File: config.mk
export PLATFORM = sky130hd
export DESIGN_NAME = apb_timer_flat
export DESIGN_NICKNAME = d
export VERILOG_FILES = /design/src/rtl/apb_timer_pkg.sv /design/src/rtl/apb_timer_if.sv /design/src/rtl/apb_timer_prescaler.sv /design/src/rtl/apb_timer.sv /design/src/flat_wrapper.sv
export SDC_FILE = /design/constraint.sdc
export NUM_CORES = 1
export LEC_CHECK = 0
export BUFFER_PORTS_ARGS = -buffer_cell sky130_fd_sc_hd__buf_2
export CAP_MARGIN = 25
export CORE_UTILIZATION = 64
export CTS_BUF_LIST = sky130_fd_sc_hd__clkbuf_4 sky130_fd_sc_hd__clkbuf_8
export DETAILED_ROUTE_END_ITERATION = 6
export GPL_ROUTABILITY_DRIVEN = 0
export PLACE_DENSITY = 0.95
export SETUP_SLACK_MARGIN = 0.02
export SYNTH_ARGS = -nofsm -noshare
export SYNTH_HDL_FRONTEND = slang
export SYNTH_HIERARCHICAL = 1
export SYNTH_SLANG_ARGS = --single-unit
File: constraint.sdc
create_clock -name HCLK -period 7.7 [get_ports HCLK]
set_clock_uncertainty 0.1 [all_clocks]
set_input_delay 0.385 -clock HCLK [delete_from_list [all_inputs] [get_ports HCLK]]
set_output_delay 0.385 -clock HCLK [all_outputs]
set_load 0.01 [all_outputs]
File: src/rtl/apb_timer_pkg.sv
// -----------------------------------------------------------------------------
// apb_timer_pkg
// Shared definitions for the APB timer: register byte offsets, CTRL bit
// positions, the CTRL register layout and a helper that packs CTRL for reads.
// -----------------------------------------------------------------------------
package apb_timer_pkg;

    // Register byte offsets within the 16-byte window
    localparam logic [3:0] CTRL_OFF    = 4'h0;
    localparam logic [3:0] LOAD_OFF    = 4'h4;
    localparam logic [3:0] VALUE_OFF   = 4'h8;
    localparam logic [3:0] INTSTAT_OFF = 4'hC;

    // CTRL bit positions
    localparam int EN_BIT       = 0;
    localparam int IRQEN_BIT    = 1;
    localparam int RELOAD_BIT   = 2;
    localparam int PRESCALE_LSB = 8;
    localparam int PRESCALE_MSB = 15;

    typedef struct packed {
        logic [7:0] prescale;
        logic       reload;
        logic       irqen;
        logic       en;
    } ctrl_t;

    // CTRL as seen on the bus; unused bits read as 0
    function automatic logic [31:0] ctrl_rdata(input ctrl_t c);
        logic [31:0] r;
        r                             = '0;
        r[EN_BIT]                     = c.en;
        r[IRQEN_BIT]                  = c.irqen;
        r[RELOAD_BIT]                 = c.reload;
        r[PRESCALE_MSB:PRESCALE_LSB]  = c.prescale;
        return r;
    endfunction

endpackage

File: src/rtl/apb_timer_if.sv
// -----------------------------------------------------------------------------
// apb_timer_if
// APB3 completer-side bus bundle for the timer.
//   PSEL/PENABLE/PWRITE/PADDR/PWDATA : driven by the requester (bridge)
//   PRDATA/PREADY/PSLVERR            : driven by the timer
// Modports: master (bridge / bench side), slave (timer side).
// -----------------------------------------------------------------------------
interface apb_timer_if #(
    parameter int ADDRWIDTH = 16
) ();
    logic                 PSEL;
    logic                 PENABLE;
    logic                 PWRITE;
    logic [ADDRWIDTH-1:0] PADDR;
    logic [31:0]          PWDATA;
    logic [31:0]          PRDATA;
    logic                 PREADY;
    logic                 PSLVERR;

    modport master (
        output PSEL, PENABLE, PWRITE, PADDR, PWDATA,
        input  PRDATA, PREADY, PSLVERR
    );

    modport slave (
        input  PSEL, PENABLE, PWRITE, PADDR, PWDATA,
        output PRDATA, PREADY, PSLVERR
    );
endinterface

File: src/rtl/apb_timer_prescaler.sv
// -----------------------------------------------------------------------------
// apb_timer_prescaler
// Divides HCLK by (prescale+1) while enabled, producing a one-cycle tick.
//   clk      in  clock
//   rst_n    in  asynchronous active-low reset
//   en       in  count enable; counter held at 0 while low
//   prescale in  terminal count (tick every prescale+1 cycles)
//   restart  in  force the counter back to 0 on this edge
//   tick     out high in the cycle where the count equals prescale
// -----------------------------------------------------------------------------
module apb_timer_prescaler
    import apb_timer_pkg::*;
(
    input  logic       clk,
    input  logic       rst_n,
    input  logic       en,
    input  logic [7:0] prescale,
    input  logic       restart,
    output logic       tick
);

    logic [7:0] pre_cnt_q;
    logic [7:0] pre_cnt_d;

    assign tick = en & (pre_cnt_q == prescale);

    always_comb begin
        pre_cnt_d = pre_cnt_q + 8'd1;
        if (!en || restart || tick) begin
            pre_cnt_d = '0;
        end
    end

    always_ff @(posedge clk or negedge rst_n) begin
        if (!rst_n) begin
            pre_cnt_q <= '0;
        end else begin
            pre_cnt_q <= pre_cnt_d;
        end
    end

endmodule

File: src/rtl/apb_timer.sv
// -----------------------------------------------------------------------------
// apb_timer
// APB3 timer: 32-bit down-counter with 8-bit prescaler, periodic or one-shot,
// level interrupt on underflow. Zero wait states.
//   HCLK     in  clock for all logic
//   HRESETn  in  asynchronous active-low reset
//   apb      APB3 completer port (PSEL, PENABLE, PWRITE, PADDR, PWDATA,
//            PRDATA, PREADY, PSLVERR)
//   TIMERINT out registered interrupt = raw_int & IRQEN
// Registers: 0x0 CTRL, 0x4 LOAD, 0x8 VALUE (RO), 0xC INTSTAT (W1C bit0).
// -----------------------------------------------------------------------------
module apb_timer
    import apb_timer_pkg::*;
#(
    parameter int ADDRWIDTH = 16,
    parameter int DATAWIDTH = 32
) (
    input  logic       HCLK,
    input  logic       HRESETn,
    apb_timer_if.slave apb,
    output logic       TIMERINT
);

    logic [3:0]           reg_off;
    logic                 mapped;
    logic                 unused_paddr;
    logic                 wr_commit;
    logic                 ctrl_wr;
    logic                 load_wr;
    logic                 intstat_wr;
    logic                 tick;
    logic                 underflow;
    logic                 restart;
    ctrl_t                ctrl_wdata;
    ctrl_t                ctrl_q, ctrl_d;
    logic [DATAWIDTH-1:0] load_q, load_d;
    logic [DATAWIDTH-1:0] value_q, value_d;
    logic                 raw_int_q, raw_int_d;
    logic                 timerint_q, timerint_d;
    logic [31:0]          prdata;

    // Byte lanes are ignored; only the word index selects a register
    assign reg_off      = {apb.PADDR[3:2], 2'b00};
    assign mapped       = (apb.PADDR[ADDRWIDTH-1:4] == '0);
    assign unused_paddr = ^apb.PADDR[1:0];

    assign wr_commit  = apb.PSEL & apb.PENABLE & apb.PWRITE & mapped;
    assign ctrl_wr    = wr_commit & (reg_off == CTRL_OFF);
    assign load_wr    = wr_commit & (reg_off == LOAD_OFF);
    assign intstat_wr = wr_commit & (reg_off == INTSTAT_OFF);

    assign ctrl_wdata.en       = apb.PWDATA[EN_BIT];
    assign ctrl_wdata.irqen    = apb.PWDATA[IRQEN_BIT];
    assign ctrl_wdata.reload   = apb.PWDATA[RELOAD_BIT];
    assign ctrl_wdata.prescale = apb.PWDATA[PRESCALE_MSB:PRESCALE_LSB];

    // A LOAD write or a PRESCALE change starts a fresh prescale period
    assign restart = load_wr | (ctrl_wr & (ctrl_wdata.prescale != ctrl_q.prescale));

    // A LOAD write overrides any tick on the same edge, including underflow
    assign underflow = tick & (value_q == '0) & ~load_wr;

    apb_timer_prescaler u_prescaler (
        .clk      (HCLK),
        .rst_n    (HRESETn),
        .en       (ctrl_q.en),
        .prescale (ctrl_q.prescale),
        .restart  (restart),
        .tick     (tick)
    );

    always_comb begin
        ctrl_d    = ctrl_q;
        load_d    = load_q;
        value_d   = value_q;
        raw_int_d = raw_int_q;

        if (tick && !load_wr) begin
            if (value_q != '0) begin
                value_d = value_q - DATAWIDTH'(1);
            end else if (ctrl_q.reload) begin
                value_d = load_q;
            end else begin
                ctrl_d.en = 1'b0;
            end
        end

        // Clear first so a simultaneous underflow keeps the flag set
        if (intstat_wr && apb.PWDATA[0]) begin
            raw_int_d = 1'b0;
        end
        if (underflow) begin
            raw_int_d = 1'b1;
        end

        // Bus write wins over the one-shot auto-disable
        if (ctrl_wr) begin
            ctrl_d = ctrl_wdata;
        end
        if (load_wr) begin
            load_d  = apb.PWDATA;
            value_d = apb.PWDATA;
        end

        // Registered interrupt tracks next-state flag so it moves on the same edge
        timerint_d = raw_int_d & ctrl_d.irqen;
    end

    always_ff @(posedge HCLK or negedge HRESETn) begin
        if (!HRESETn) begin
            ctrl_q     <= '0;
            load_q     <= '0;
            value_q    <= '0;
            raw_int_q  <= 1'b0;
            timerint_q <= 1'b0;
        end else begin
            ctrl_q     <= ctrl_d;
            load_q     <= load_d;
            value_q    <= value_d;
            raw_int_q  <= raw_int_d;
            timerint_q <= timerint_d;
        end
    end

    always_comb begin
        prdata = '0;
        if (apb.PSEL && !apb.PWRITE && mapped) begin
            case (reg_off)
                CTRL_OFF:    prdata = ctrl_rdata(ctrl_q);
                LOAD_OFF:    prdata = load_q;
                VALUE_OFF:   prdata = value_q;
                INTSTAT_OFF: prdata = {31'b0, raw_int_q};
                default:     prdata = '0;
            endcase
        end
    end

    assign apb.PRDATA  = prdata;
    assign apb.PREADY  = 1'b1;
    assign apb.PSLVERR = apb.PSEL & apb.PENABLE & ~mapped;
    assign TIMERINT    = timerint_q;

endmodule

File: src/flat_wrapper.sv
// flat-port wrapper written by rule: the top's interface ports become plain ports
module apb_timer_flat import apb_timer_pkg::*;
#(
    parameter int ADDRWIDTH = 16,
    parameter int DATAWIDTH = 32
)
  (HCLK, HRESETn, TIMERINT, apb_PSEL, apb_PENABLE, apb_PWRITE, apb_PADDR, apb_PWDATA, apb_PRDATA, apb_PREADY, apb_PSLVERR);
  apb_timer_if #(.ADDRWIDTH(ADDRWIDTH)) apb_i ();
  input  logic HCLK;
  input  logic HRESETn;
  output logic TIMERINT;
  input wire logic [$bits(apb_i.PSEL)-1:0] apb_PSEL;
  input wire logic [$bits(apb_i.PENABLE)-1:0] apb_PENABLE;
  input wire logic [$bits(apb_i.PWRITE)-1:0] apb_PWRITE;
  input wire logic [$bits(apb_i.PADDR)-1:0] apb_PADDR;
  input wire logic [$bits(apb_i.PWDATA)-1:0] apb_PWDATA;
  output wire logic [$bits(apb_i.PRDATA)-1:0] apb_PRDATA;
  output wire logic [$bits(apb_i.PREADY)-1:0] apb_PREADY;
  output wire logic [$bits(apb_i.PSLVERR)-1:0] apb_PSLVERR;
  assign apb_i.PSEL = apb_PSEL;
  assign apb_i.PENABLE = apb_PENABLE;
  assign apb_i.PWRITE = apb_PWRITE;
  assign apb_i.PADDR = apb_PADDR;
  assign apb_i.PWDATA = apb_PWDATA;
  assign apb_PRDATA = apb_i.PRDATA;
  assign apb_PREADY = apb_i.PREADY;
  assign apb_PSLVERR = apb_i.PSLVERR;
  apb_timer #(.ADDRWIDTH(ADDRWIDTH), .DATAWIDTH(DATAWIDTH)) u_core (.HCLK(HCLK), .HRESETn(HRESETn), .apb(apb_i), .TIMERINT(TIMERINT));
endmodule
Yosys cells after proc, flatten, opt, wreduce, memory -nomap -nowiden
Cells that the tools add are included.
Widths: inputs -> output; s select.
{"block": "totals", "ff_bits": 85, "in_bits": 53, "output_inout_bits": 35, "word_cells": 64}
{"block": "op_classes", "addsub": 2, "eq_ne": 7, "n_mux": 13, "bitwise": 15, "n_reduce_logical": 18}
{"cell": "$mux 32", "count": 5}
{"cell": "$pmux 32 s4", "count": 1}
{"cell": "$logic_not 32->1", "count": 1}
{"cell": "$reduce_bool 32->1", "count": 1}
{"cell": "$sub 32x1->32 const B", "count": 1}
{"cell": "$and 1x1->1", "count": 12}
{"cell": "$logic_not 12->1", "count": 1}
{"cell": "$add 8x1->8 const B", "count": 1}
{"cell": "$eq 8x8->1", "count": 1}
{"cell": "$mux 8", "count": 1}
{"cell": "$ne 8x8->1", "count": 1}
{"cell": "$mux 1", "count": 5}
{"cell": "$eq 2x2->1 const B", "count": 2}
{"cell": "$logic_and 1x1->1", "count": 4}
{"cell": "$logic_not 4->1", "count": 1}
{"cell": "$ne 2x1->1 const B", "count": 2}
{"cell": "$reduce_bool 2->1", "count": 2}
{"cell": "$logic_not 1->1", "count": 3}
{"cell": "$reduce_and 3->1", "count": 1}
{"cell": "$reduce_bool 3->1", "count": 1}
{"cell": "$eq 2x1->1 const B", "count": 1}
{"cell": "$logic_or 1x1->1", "count": 2}
{"cell": "$mux 2", "count": 1}
{"cell": "$not 1->1", "count": 2}
{"cell": "2 further kinds", "count": 2}

Longest topological paths before layout
{"block": "logic_depth", "ltp_word": 9, "mapped_depth": 10, "depth_no_buf": 8}

Cells and area by module
The synthesis kept the hierarchy.
{"module": "apb_timer", "instances": 1, "cells_per_inst": 601, "area_per_inst_um2": 4933.5, "seq_area_each_um2": 1926.8}
{"module": "apb_timer_prescaler", "instances": 1, "cells_per_inst": 47, "area_per_inst_um2": 520.5, "seq_area_each_um2": 200.2}

Worst setup path after synthesis
No wires, ideal clock.
{"block": "synth_path", "kind": "flip-flop to flip-flop", "start": "reg u_core.value_q[4]", "end": "reg u_core.value_q[25]", "setup_ps": 137, "arrival_ps": 2295, "required_ps": 7463, "setup_slack_ps": 5168, "path_stages_with_launch": 10, "n_path_buf": 3, "period_less_slack_ps": 2532, "cell_sequence": "dfrtp_1 > buf_6 > or4_1 > buf_2 > or2_4 > or3_4 > buf_6 > or3_1 > o221ai_1 > a21oi_1"}
{"block": "synth_via", "elab_chain_len": 4, "elab_cells_between_ends": 7, "classes_between": "1 x add/sub; 3 x mux; 3 x reduce/logical"}
{"element": "start, declared", "line": "apb_timer.sv:37", "source": "logic [DATAWIDTH-1:0] value_q, value_d;"}
{"element": "start signal, assigned", "line": "apb_timer.sv:119", "source": "value_q <= value_d;"}
{"element": "$sub 32x1->32 / $reduce_bool 32->1 (equally long branches)", "line": "apb_timer.sv:80, apb_timer.sv:79"}
{"element": "$mux 32", "line": "apb_timer.sv:79", "source": "if (value_q != '0) begin"}
{"element": "$mux 32", "line": "apb_timer.sv:78", "source": "if (tick && !load_wr) begin"}
{"element": "$mux 32", "line": "apb_timer.sv:100", "source": "if (load_wr) begin"}
Parallel ways exist; a longest one is shown, timed or not. The select of a mux whose other input is x is not followed.
A chain may end at the register's enable or synchronous reset.

Final worst setup path
{"block": "layout_path", "start": "reg u_core.value_q[6]", "end": "reg u_core.value_q[27]"}
The elaborated chain is that of the path after synthesis.

==> reports/metrics.cfg <==
[run_status]
status = finished, violations left
violations = design-rule violations

[cts]
h-tree-depth = 3
post_cts_buffers = 0
cts.path.max_buffers = 2
cts_hold_buf = 0
cts_root_buf = clkbuf_8
clock_latency_ns = 0.37
clk_pin_slew_worst_paths_ns = 0.09
cts.sinks = 85
cts_tree = yes
cts_buffers = 9
postCtsResizedCells = 0

[power]
clkPwrFrac = 0.395
p_switching_mw = 0.216
swShare = 0.248
powerDensity_nw_per_um2 = 144
combPwrFrac = 0.091
power_mw = 0.873
power_frac_seq = 0.514
p_leak_nw = 2.99
irDropWorstVdd_mv = 0.0943
internal_power_mw = 0.657

[logic_synthesis]
synth_compound_area_frac = 0.178
synth.avg_cell_area_um2 = 8.42
async_flop_share = 1.00
synth_common_cells = nand2_1 (120), dfrtp_1 (85), nor2_1 (74)
synth_warnings = 6
postSynthCellCount = 648
yosys.area_share.adder = 0.00688
synth_top_area_frac = 0.390
synth-simple-area-share = 0.278
synth_area_um2 = 5450
yosysMostFrequentCell = nand2_1
yosys.area.top_type = dfrtp_1
yosysSeqAreaShare = 0.390
synth_edf_count = 0
synth_top_family_by_area = simple AND/OR/NAND/NOR gates
yosys.cell_types.count = 65
synth_area_leaders = dfrtp_1 (39%), nand2_1 (8.3%), nor2_1 (5.1%), xor2_1 (3.5%), a22oi_1 (3.0%)
synth_nets = 704
ys_seq_elements = 85
synth_xor_area_frac = 0.0482
synth_mux_area_frac = 0.0496
synthFlopType = dfrtp_1

[sta]
grt_setup_unrepaired = no
min_period_over_period = 0.455
min_period_ns = 3.50
hold_ws_ns = 0.129
worst_pin_slew_ns = 1.04
hold_viol = 0
slew_violations = 0
fin_setup_tns_ns = 0
max_freq_mhz = 286
finalSetupViolCount = 0
slew_headroom = 0.304

[detailed_routing]
routed_via_density = 6.77
antenna_left = 0
vias = 5500
wl_per_cell_um = 19.3
drt_first_iter_violations = 761
wl_um = 15700
drcViolationCount = 12
drt-pass1-iter-count = 7

[finish]
fin_area_um2 = 6080
nNetsFinal = 759
n_antenna_cell = 0
finish.utilization = 0.740
drive_gt1_frac = 0.201
area_delta_synth_final_pct = 11.5

[global_route]
grt_max_degree = 86
antenna_found_initial = 0
grt_overflow = 0
grt_pass1_wl_um = 24800
grt_usage = 0.362
grt_pass1_vias = 5177

[floorplanning]
pin_count = 88
die-area_um2 = 8900
coreArea_um2 = 8220
chipHeight_um = 94.3
floorplan.initialDensity = 0.664
rows = 33
die-width_um = 94.3

[setup_path]
critPathRequiredTime_ns = 7.86
crit_path_start_kind = flip-flop
r2r_end = u_core/value_q[27]$_DFFE_PN0P_
cp_max_fo = 24
r2r_cells = 6
critPathCapture = u_core/value_q[27]$_DFFE_PN0P_
crit_path_end_kind = flip-flop
arrival_ns = 3.66
cp-startpoint = u_core/value_q[6]$_DFFE_PN0P_
critical_path_class = flip-flop to flip-flop
r2r-start = u_core/value_q[6]$_DFFE_PN0P_
r2r_setup_slack_ns = 4.20

[placed_design]
hpwl_um = 10400
io_buffers = 84
placed_cell_area_um2 = 5830

[worst_hold_path]
hold_path_class = input port to flip-flop

[flow_run]
max_cap_violations = 0

==> registers in the layout, summed over array words and instances (netlist names) <==
name	cells
u_core/load_q	32
u_core/ctrl_q	11
u_core/raw_int_q	1
u_core/u_prescaler/pre_cnt_q	8
u_core/value_q	32
u_core/TIMERINT	1
==> cell usage in the layout, fill, tap and decap left out, drive strengths merged, types with 10 or more instances in the layout <==
cell,count
mux2i,12
and3,10
a21oi,31
mux2,11
nand3,25
nor2,74
nor3,13
dfrtp,85
xor2,22
o21ai,29
nand4,11
clkbuf,13
a22oi,22
nand2,120
buf,92
a31oi,10
nor4,16
==> logic make-up (layout without fill, tap and decap cells) <==
logic type | count (synthesis) | after routing
flip-flops | 85 | 85
AND/OR/NAND/NOR | 306 | 306
adder cells (fa/ha/maj) | 3 | 3
buffers and inverters | 56 | 116
multiplexers | 24 | 24
AO/OA/AOI/OAI | 143 | 143
XOR/XNOR | 30 | 30
other | 1 | 1
==> routing by layer <==
| metal | global-route usage | share of wire | vias to the layer above |
|---|---|---|---|
| met5 | 0 | 0 | - |
| met4 | 0.194 | 0.038 | 0 |
| met3 | 0.0542 | 0.10 | 66 |
| met2 | 0.586 | 0.48 | 377 |
| met1 | 0.467 | 0.38 | 2621 |
| li1 | - | - | 2436 |
==> worst max-delay path, cell delays in order, from the launching register on <==
cell and delay (ns):
dfrtp_1 0.49, or4_1 0.76, or2_4 0.34, o41ai_1 0.42
and2_1 0.90, a21oi_1 0.13, o22a_1 0.26
==> through the flow <==
stage               cells  setup WS, ns
finish                813          4.20
global route          813          4.06
CTS                   811          4.32
detailed placement    795          4.35
global placement      795          4.41
floorplan             648          5.17
==> final cells by class <==
class	count	area (um2)
timing repair buffer	93	513
multi-input combinational	507	3070
inverter	7	26.3
fill	603	2140
clock buffer	13	173
clock inverter	3	42.5
sequential	85	2130
tap	105	131
==> power by group through the flow <==
stage                     logic, mW  clock network, mW  registers (mW)
final                        0.0793              0.345           0.449
after global routing         0.0853              0.363           0.449
after CTS                    0.0751              0.345           0.449
after detailed placement     0.0740                  0           0.458
after global placement       0.0717                  0           0.458
after floorplan              0.0398                  0           0.457
==> worst min-delay path by stage <==
stage	startpoint	to	slack (ns)	depth (start not counted)
floorplan	HRESETn	u_core/TIMERINT$_DFF_PN0_	-0.01	0
global placement	u_core/load_q[0]$_DFFE_PN0P_	u_core/load_q[0]$_DFFE_PN0P_	0.37	2
detailed placement	u_core/load_q[11]$_DFFE_PN0P_	u_core/load_q[11]$_DFFE_PN0P_	0.38	2
CTS	apb_PWDATA[18]	u_core/load_q[18]$_DFFE_PN0P_	0.13	3
global route	apb_PWDATA[18]	u_core/load_q[18]$_DFFE_PN0P_	0.14	3
finish	apb_PWDATA[18]	u_core/load_q[18]$_DFFE_PN0P_	0.13	3
Note: power is estimated with default switching activity, not from simulation.
